$ cat src/rtl/adder_sequencer_pkg.sv
// Shared definitions for the RSA adder sequencer and the sync adder it drives.
package adder_sequencer_pkg;

  localparam int RSA_DW_DEF = 16;

  localparam logic [1:0] MODE_NONE      = 2'b00;
  localparam logic [1:0] MODE_ADD       = 2'b01;
  localparam logic [1:0] MODE_C_MINUS_M = 2'b10;
  localparam logic [1:0] MODE_M_MINUS_C = 2'b11;

  typedef enum logic [1:0] {
    ST_IDLE  = 2'd0,
    ST_RUN   = 2'd1,
    ST_DRAIN = 2'd2,
    ST_DONE  = 2'd3
  } seq_state_e;

endpackage

$ cat src/rtl/valid_delay_line.sv
// Fixed-depth valid/data delay line; each data stage only loads behind a valid
// bit, so the output holds the last valid element across gaps.
module valid_delay_line #(
  parameter int DEPTH = 2,
  parameter int WIDTH = 16
) (
  input  logic             clk,
  input  logic             rst_n,
  input  logic             i_vld,
  input  logic [WIDTH-1:0] i_data,
  output logic             o_vld,
  output logic [WIDTH-1:0] o_data
);

  logic [DEPTH-1:0]            vld_pipe;
  logic [DEPTH-1:0][WIDTH-1:0] dat_pipe;

  always_ff @(posedge clk or negedge rst_n) begin
    if (!rst_n) begin
      vld_pipe <= '0;
      dat_pipe <= '0;
    end else begin
      vld_pipe[0] <= i_vld;
      if (i_vld) dat_pipe[0] <= i_data;
      for (int i = 1; i < DEPTH; i++) begin
        vld_pipe[i] <= vld_pipe[i-1];
        if (vld_pipe[i-1]) dat_pipe[i] <= dat_pipe[i-1];
      end
    end
  end

  assign o_vld  = vld_pipe[DEPTH-1];
  assign o_data = dat_pipe[DEPTH-1];

endmodule

$ cat src/rtl/adder_sequencer.sv
// Streams M operands against a BRAM-resident C vector through the sync adder
// and writes the registered sums back to the result BRAM.
module adder_sequencer
  import adder_sequencer_pkg::*;
#(
  parameter int RSA_DW   = RSA_DW_DEF,
  parameter int ADDR_W   = 10,
  parameter int LEN_W    = 8,
  parameter int C_RD_LAT = 2
) (
  input  logic              clk,
  input  logic              sys_rst_n,
  input  logic              start,
  input  logic [1:0]        op_mode,
  input  logic [LEN_W-1:0]  len,
  input  logic [ADDR_W-1:0] base_c_addr,
  input  logic [ADDR_W-1:0] base_w_addr,
  output logic              busy,
  output logic              done,
  input  logic              m_valid,
  output logic              m_ready,
  input  logic [RSA_DW-1:0] m_data,
  output logic              c_rd_en,
  output logic [ADDR_W-1:0] c_rd_addr,
  input  logic [RSA_DW-1:0] c_rd_data,
  output logic [1:0]        mode,
  output logic [RSA_DW-1:0] adder_M,
  output logic [RSA_DW-1:0] adder_C,
  input  logic [RSA_DW-1:0] sum,
  output logic              w_en,
  output logic [ADDR_W-1:0] w_addr,
  output logic [RSA_DW-1:0] w_data
);

  seq_state_e        r_state;
  logic [1:0]        r_mode;
  logic [LEN_W-1:0]  r_len, r_rd_idx, r_wr_idx;
  logic [ADDR_W-1:0] r_base_c, r_base_w;
  logic              r_busy, r_done, r_m_ready, r_wvld;

  logic              w_hs, w_dl_vld;
  logic [RSA_DW-1:0] w_dl_data;
  logic [LEN_W+1:0]  w_wr_sched;

  assign w_hs = m_valid & r_m_ready;

  valid_delay_line #(.DEPTH(C_RD_LAT), .WIDTH(RSA_DW)) u_dly (
    .clk    (clk),
    .rst_n  (sys_rst_n),
    .i_vld  (w_hs),
    .i_data (m_data),
    .o_vld  (w_dl_vld),
    .o_data (w_dl_data)
  );

  // Writes done + write issuing now + write issuing next cycle: lets DONE land
  // on the cycle of the last write so done pulses right after it.
  assign w_wr_sched = {2'b00, r_wr_idx}
                    + {{(LEN_W+1){1'b0}}, r_wvld}
                    + {{(LEN_W+1){1'b0}}, w_dl_vld};

  always_ff @(posedge clk or negedge sys_rst_n) begin
    if (!sys_rst_n) begin
      r_state   <= ST_IDLE;
      r_mode    <= MODE_NONE;
      r_len     <= '0;
      r_rd_idx  <= '0;
      r_wr_idx  <= '0;
      r_base_c  <= '0;
      r_base_w  <= '0;
      r_busy    <= 1'b0;
      r_done    <= 1'b0;
      r_m_ready <= 1'b0;
      r_wvld    <= 1'b0;
    end else begin
      r_wvld <= w_dl_vld;
      if (w_hs)   r_rd_idx <= r_rd_idx + LEN_W'(1);
      if (r_wvld) r_wr_idx <= r_wr_idx + LEN_W'(1);
      case (r_state)
        ST_IDLE: begin
          if (r_done) begin
            r_done <= 1'b0;
            r_busy <= 1'b0;
          end else if (start) begin
            r_mode   <= op_mode;
            r_len    <= len;
            r_base_c <= base_c_addr;
            r_base_w <= base_w_addr;
            r_rd_idx <= '0;
            r_wr_idx <= '0;
            r_busy   <= 1'b1;
            if (len != '0) begin
              r_state   <= ST_RUN;
              r_m_ready <= 1'b1;
            end else begin
              r_state <= ST_DONE;
            end
          end
        end
        ST_RUN: begin
          if (w_hs && (r_rd_idx == r_len - LEN_W'(1))) begin
            r_m_ready <= 1'b0;
            r_state   <= ST_DRAIN;
          end
        end
        ST_DRAIN: begin
          if (w_wr_sched == {2'b00, r_len}) r_state <= ST_DONE;
        end
        ST_DONE: begin
          r_done  <= 1'b1;
          r_state <= ST_IDLE;
        end
        default: r_state <= ST_IDLE;
      endcase
    end
  end

  assign busy      = r_busy;
  assign done      = r_done;
  assign m_ready   = r_m_ready;
  assign c_rd_en   = w_hs;
  assign c_rd_addr = r_base_c + ADDR_W'(r_rd_idx);
  assign mode      = r_mode;
  assign adder_M   = w_dl_data;
  assign adder_C   = c_rd_data;
  assign w_en      = r_wvld;
  assign w_addr    = r_base_w + ADDR_W'(r_wr_idx);
  assign w_data    = sum;

endmodule

$ cat config.mk
export PLATFORM = sky130hd
export DESIGN_NAME = adder_sequencer
export DESIGN_NICKNAME = d
export VERILOG_FILES = /design/src/rtl/adder_sequencer_pkg.sv /design/src/rtl/valid_delay_line.sv /design/src/rtl/adder_sequencer.sv
export SDC_FILE = /design/constraint.sdc
export NUM_CORES = 1
export LEC_CHECK = 0
export CAP_MARGIN = 10
export CORE_ASPECT_RATIO = 1.5
export CORE_MARGIN = 4
export CORE_UTILIZATION = 47
export CTS_CLUSTER_SIZE = 40
export DETAILED_ROUTE_END_ITERATION = 6
export PLACE_DENSITY = 0.81
export RECOVER_POWER = 25
export SETUP_SLACK_MARGIN = 0.2
export SYNTH_ARGS = -nofsm -noshare
export SYNTH_HDL_FRONTEND = slang
export SYNTH_SLANG_ARGS = --single-unit
$ cat constraint.sdc
create_clock -name clk -period 3.1 [get_ports clk]
set_input_delay 0.93 -clock clk [delete_from_list [all_inputs] [get_ports clk]]
set_output_delay 0.93 -clock clk [all_outputs]
set_load 0.01 [all_outputs]
==> qor.csv <==
metric,value,unit
finalNetCount,687,
worst_slew_pin_slew,1.125,ns
ant_nets,0,
first_pass_iters,4,
syn_area,4976,um^2
mostFrequentLayoutCells,"99 x nand2_1, 86 x dfrtp_1, 72 x clkdlybuf4s50_1",
insertion_delay,0.33,ns
antenna_found_initial,0,
post_drt_wl_per_cell,15.59,um
drtIter0Drc,202,
fin_skew,0.004486,ns
start_kind,register,
drive_gt1_frac,0.2093,
path_max_fanout,2,
grt_pass1_wl,18840,um
postRouteWirelength,11290,um
synthCells,505,
min_period_over_period,1.011,
maxSlewHeadroom,0.2498,
die_area,12330,um^2
failed_checks,setup timing,
path_clk_slew,0.06,ns
status,"finished, violations left",
cts_tree,yes,
grt_pass1_vias,4008,
grt.overflow.total,0,
place.gp.congestion,0.8879,
drv_cap,0,
die_w,92.02,um
slowest_delay,0.40,ns
synth_cell_types,51,
fmax,319.1,MHz
die_y,134.0,um
min_path_type,reg2reg,
cp_slowest_cell,dfrtp_1,
num-fill-cells,865,
powerDensity,1032,nW/um^2
ys_warn_count,0,
drv_slew,0,
hold_viol_final,0,
htreeDepth,3,
place_hpwl,8088,um
drc,0,
holdWs,0.4255,ns
cts_root_buffer,clkbuf_16,
p_leak,0.002940,uW
synth.avg_cell_area,9.854,um^2
cts_made_buffers,9,
seq_area,2152,um^2
portBuffers,92,
path_delay_family,adder cells,
rows,45,
area_growth,26.18,%
initial_core_util,0.4856,
ys_seq_area_frac,0.4325,
final_common_cell,nand2_1,
required,2.17,ns
track_usage,0.1902,
coreArea,10250,um^2
cts.sink_count,86,
io_pins,157,
hold_depth,0,
crit_path_end_kind,output port,
grt_setup_unrepaired,true,
grt_max_degree,47,
post-place-ws,-0.2291,ns
period_minus_slack,3.134,ns
multiInputGateArea,2434,um^2
path_cells,ha_4 -> inv_2 -> fa_2 -> nor2b_2 -> o21ai_1 -> nand2b_1 -> a21o_1 -> a21oi_2 -> o21ai_2 -> xor2_1 -> buf_2,
cts_max_path_buffers,2,
vdd_drop_max,0.6061,mV
rr_worst_depth,11,
drt-vias-per-instance,5.099,
crit_arrival,2.20,ns
synth_nets,614,
finalSetupViolations,4,
antenna_cells,0,
crit_buf_inv,2,
crit_type,reg2out,
cp.depth,11,
ys_ff_latch,86,
dr_total_vias,3692,
fin_ws,-0.03420,ns
==> Yosys cell counts (all sizes together) <==
master,instances,share of area
nand2,99,0.075
dfrtp,86,0.43
buf,51,0.076
mux2,34,0.077
xnor2,28,0.049
ha,24,0.060
nor2,24,0.018
xor2,22,0.039
clkbuf,18,0.014
inv,17,0.013
a21oi,16,0.017
o21ai,14,0.014
nand4,9,0.013
nand3,8,0.0080
nor2b,7,0.0088
a21o,4,0.0060
a31oi,3,0.0038
fa,3,0.012
nor4,3,0.0038
a41oi,2,0.0035
and2,2,0.0025
and3,2,0.0025
mux2i,2,0.0040
nand2b,2,0.0025
nor3b,2,0.0030
o21bai,2,0.0030
or2,2,0.0025
or3,2,0.0025
or4,2,0.0030
a2111oi,1,0.0030
a221o,1,0.0020
a22o,1,0.0018
a22oi,1,0.0015
a2bb2oi,1,0.0030
a41o,1,0.0023
and3b,1,0.0018
and4,1,0.0018
nor3,1,0.0010
o211ai,1,0.0015
o21a,1,0.0015
o221ai,1,0.0018
o22a,1,0.0018
o31ai,1,0.0015
o41ai,1,0.0055
==> power breakdown <==
part	leakage [uW]	internal, uW	total [uW]	switching, uW
Combinational	0.00173	1760	3330	1560
Clock	0.000149	652	1100	450
Sequential	0.00106	1620	2050	434
Total	0.00294	4030	6480	2450
==> routing by layer <==
| layer | up-vias | part of all wire | track usage | routed length (um) |
|---|---|---|---|---|
| met5 | - | 0 | 0 | 0 |
| met4 | 0 | 0.021 | 0.06860 | 237 |
| met3 | 23 | 0.056 | 0.04433 | 635 |
| met2 | 107 | 0.56 | 0.3602 | 6296 |
| met1 | 1789 | 0.36 | 0.2028 | 4117 |
| li1 | 1773 | - | - | - |
==> through the flow <==
step | instance area [um^2] | power [uW] | setup TNS, ns | instances | utilization
6_report | 6279 | 6482 | -0.08010 | 724 | 0.6127
5_1_grt | 6279 | 6972 | -0.9697 | 724 | 0.6127
4_1_cts | 6223 | 6456 | -0.1217 | 718 | 0.6073
3_5_place_dp | 5847 | 5346 | -1.498 | 696 | 0.5706
3_3_place_gp | 5847 | 5200 | -0.8754 | 696 | 0.5706
2_1_floorplan | 4977 | 4068 | 0 | 505 | -
==> area by class of cell <==
class                           count  area share
Inverter                           17     0.01016
Clock inverter                      6     0.01096
Clock buffer                       10     0.03806
Sequential cell                    86      0.3428
Multi-Input combinational cell    333      0.3876
Timing Repair Buffer              131      0.1823
Tap cell                          141     0.02810
==> sequential cells by signal, indices dropped and copies added, names as in the netlist, 8 cells and up <==
name and count:
r_base_w 10, r_wr_idx 8, u_dly.o_data 16, r_base_c 10, r_rd_idx 8, r_len 8
u_dly.dat_pipe 16
==> worst paths after layout <==
kind / end / slack [ns] / start
max in group asynchronous: r_wr_idx[2] / 0.67 / sys_rst_n
worst max-delay path: c_rd_addr[8] / -0.03 / r_base_c[0]
min in group asynchronous: u_dly.o_data[6] / 0.77 / sys_rst_n
worst max register to register: r_state[0] / 0.42 / r_wr_idx[0]
worst min-delay path: w_en / 0.43 / u_dly.vld_pipe[1]
worst min register to register: w_en / 0.43 / u_dly.vld_pipe[1]
==> cells by family after synthesis <==
| family | Yosys count | synth area share |
|---|---|---|
| fa+ha+maj | 27 | 0.07242 |
| compound gates | 53 | 0.07443 |
| simple gates | 167 | 0.1491 |
| mux | 36 | 0.08097 |
| xor+xnor | 50 | 0.08801 |
| flops | 86 | 0.4325 |
| buf+inv | 86 | 0.1026 |
==> repair_timing <==
action	CTS	global route
setup buffers	6	6
gates resized for setup	78	14
pin swaps	21	8
hold buffers	0	0
setup endpoints to repair	19	13
(Power assumes the default switching activity.)
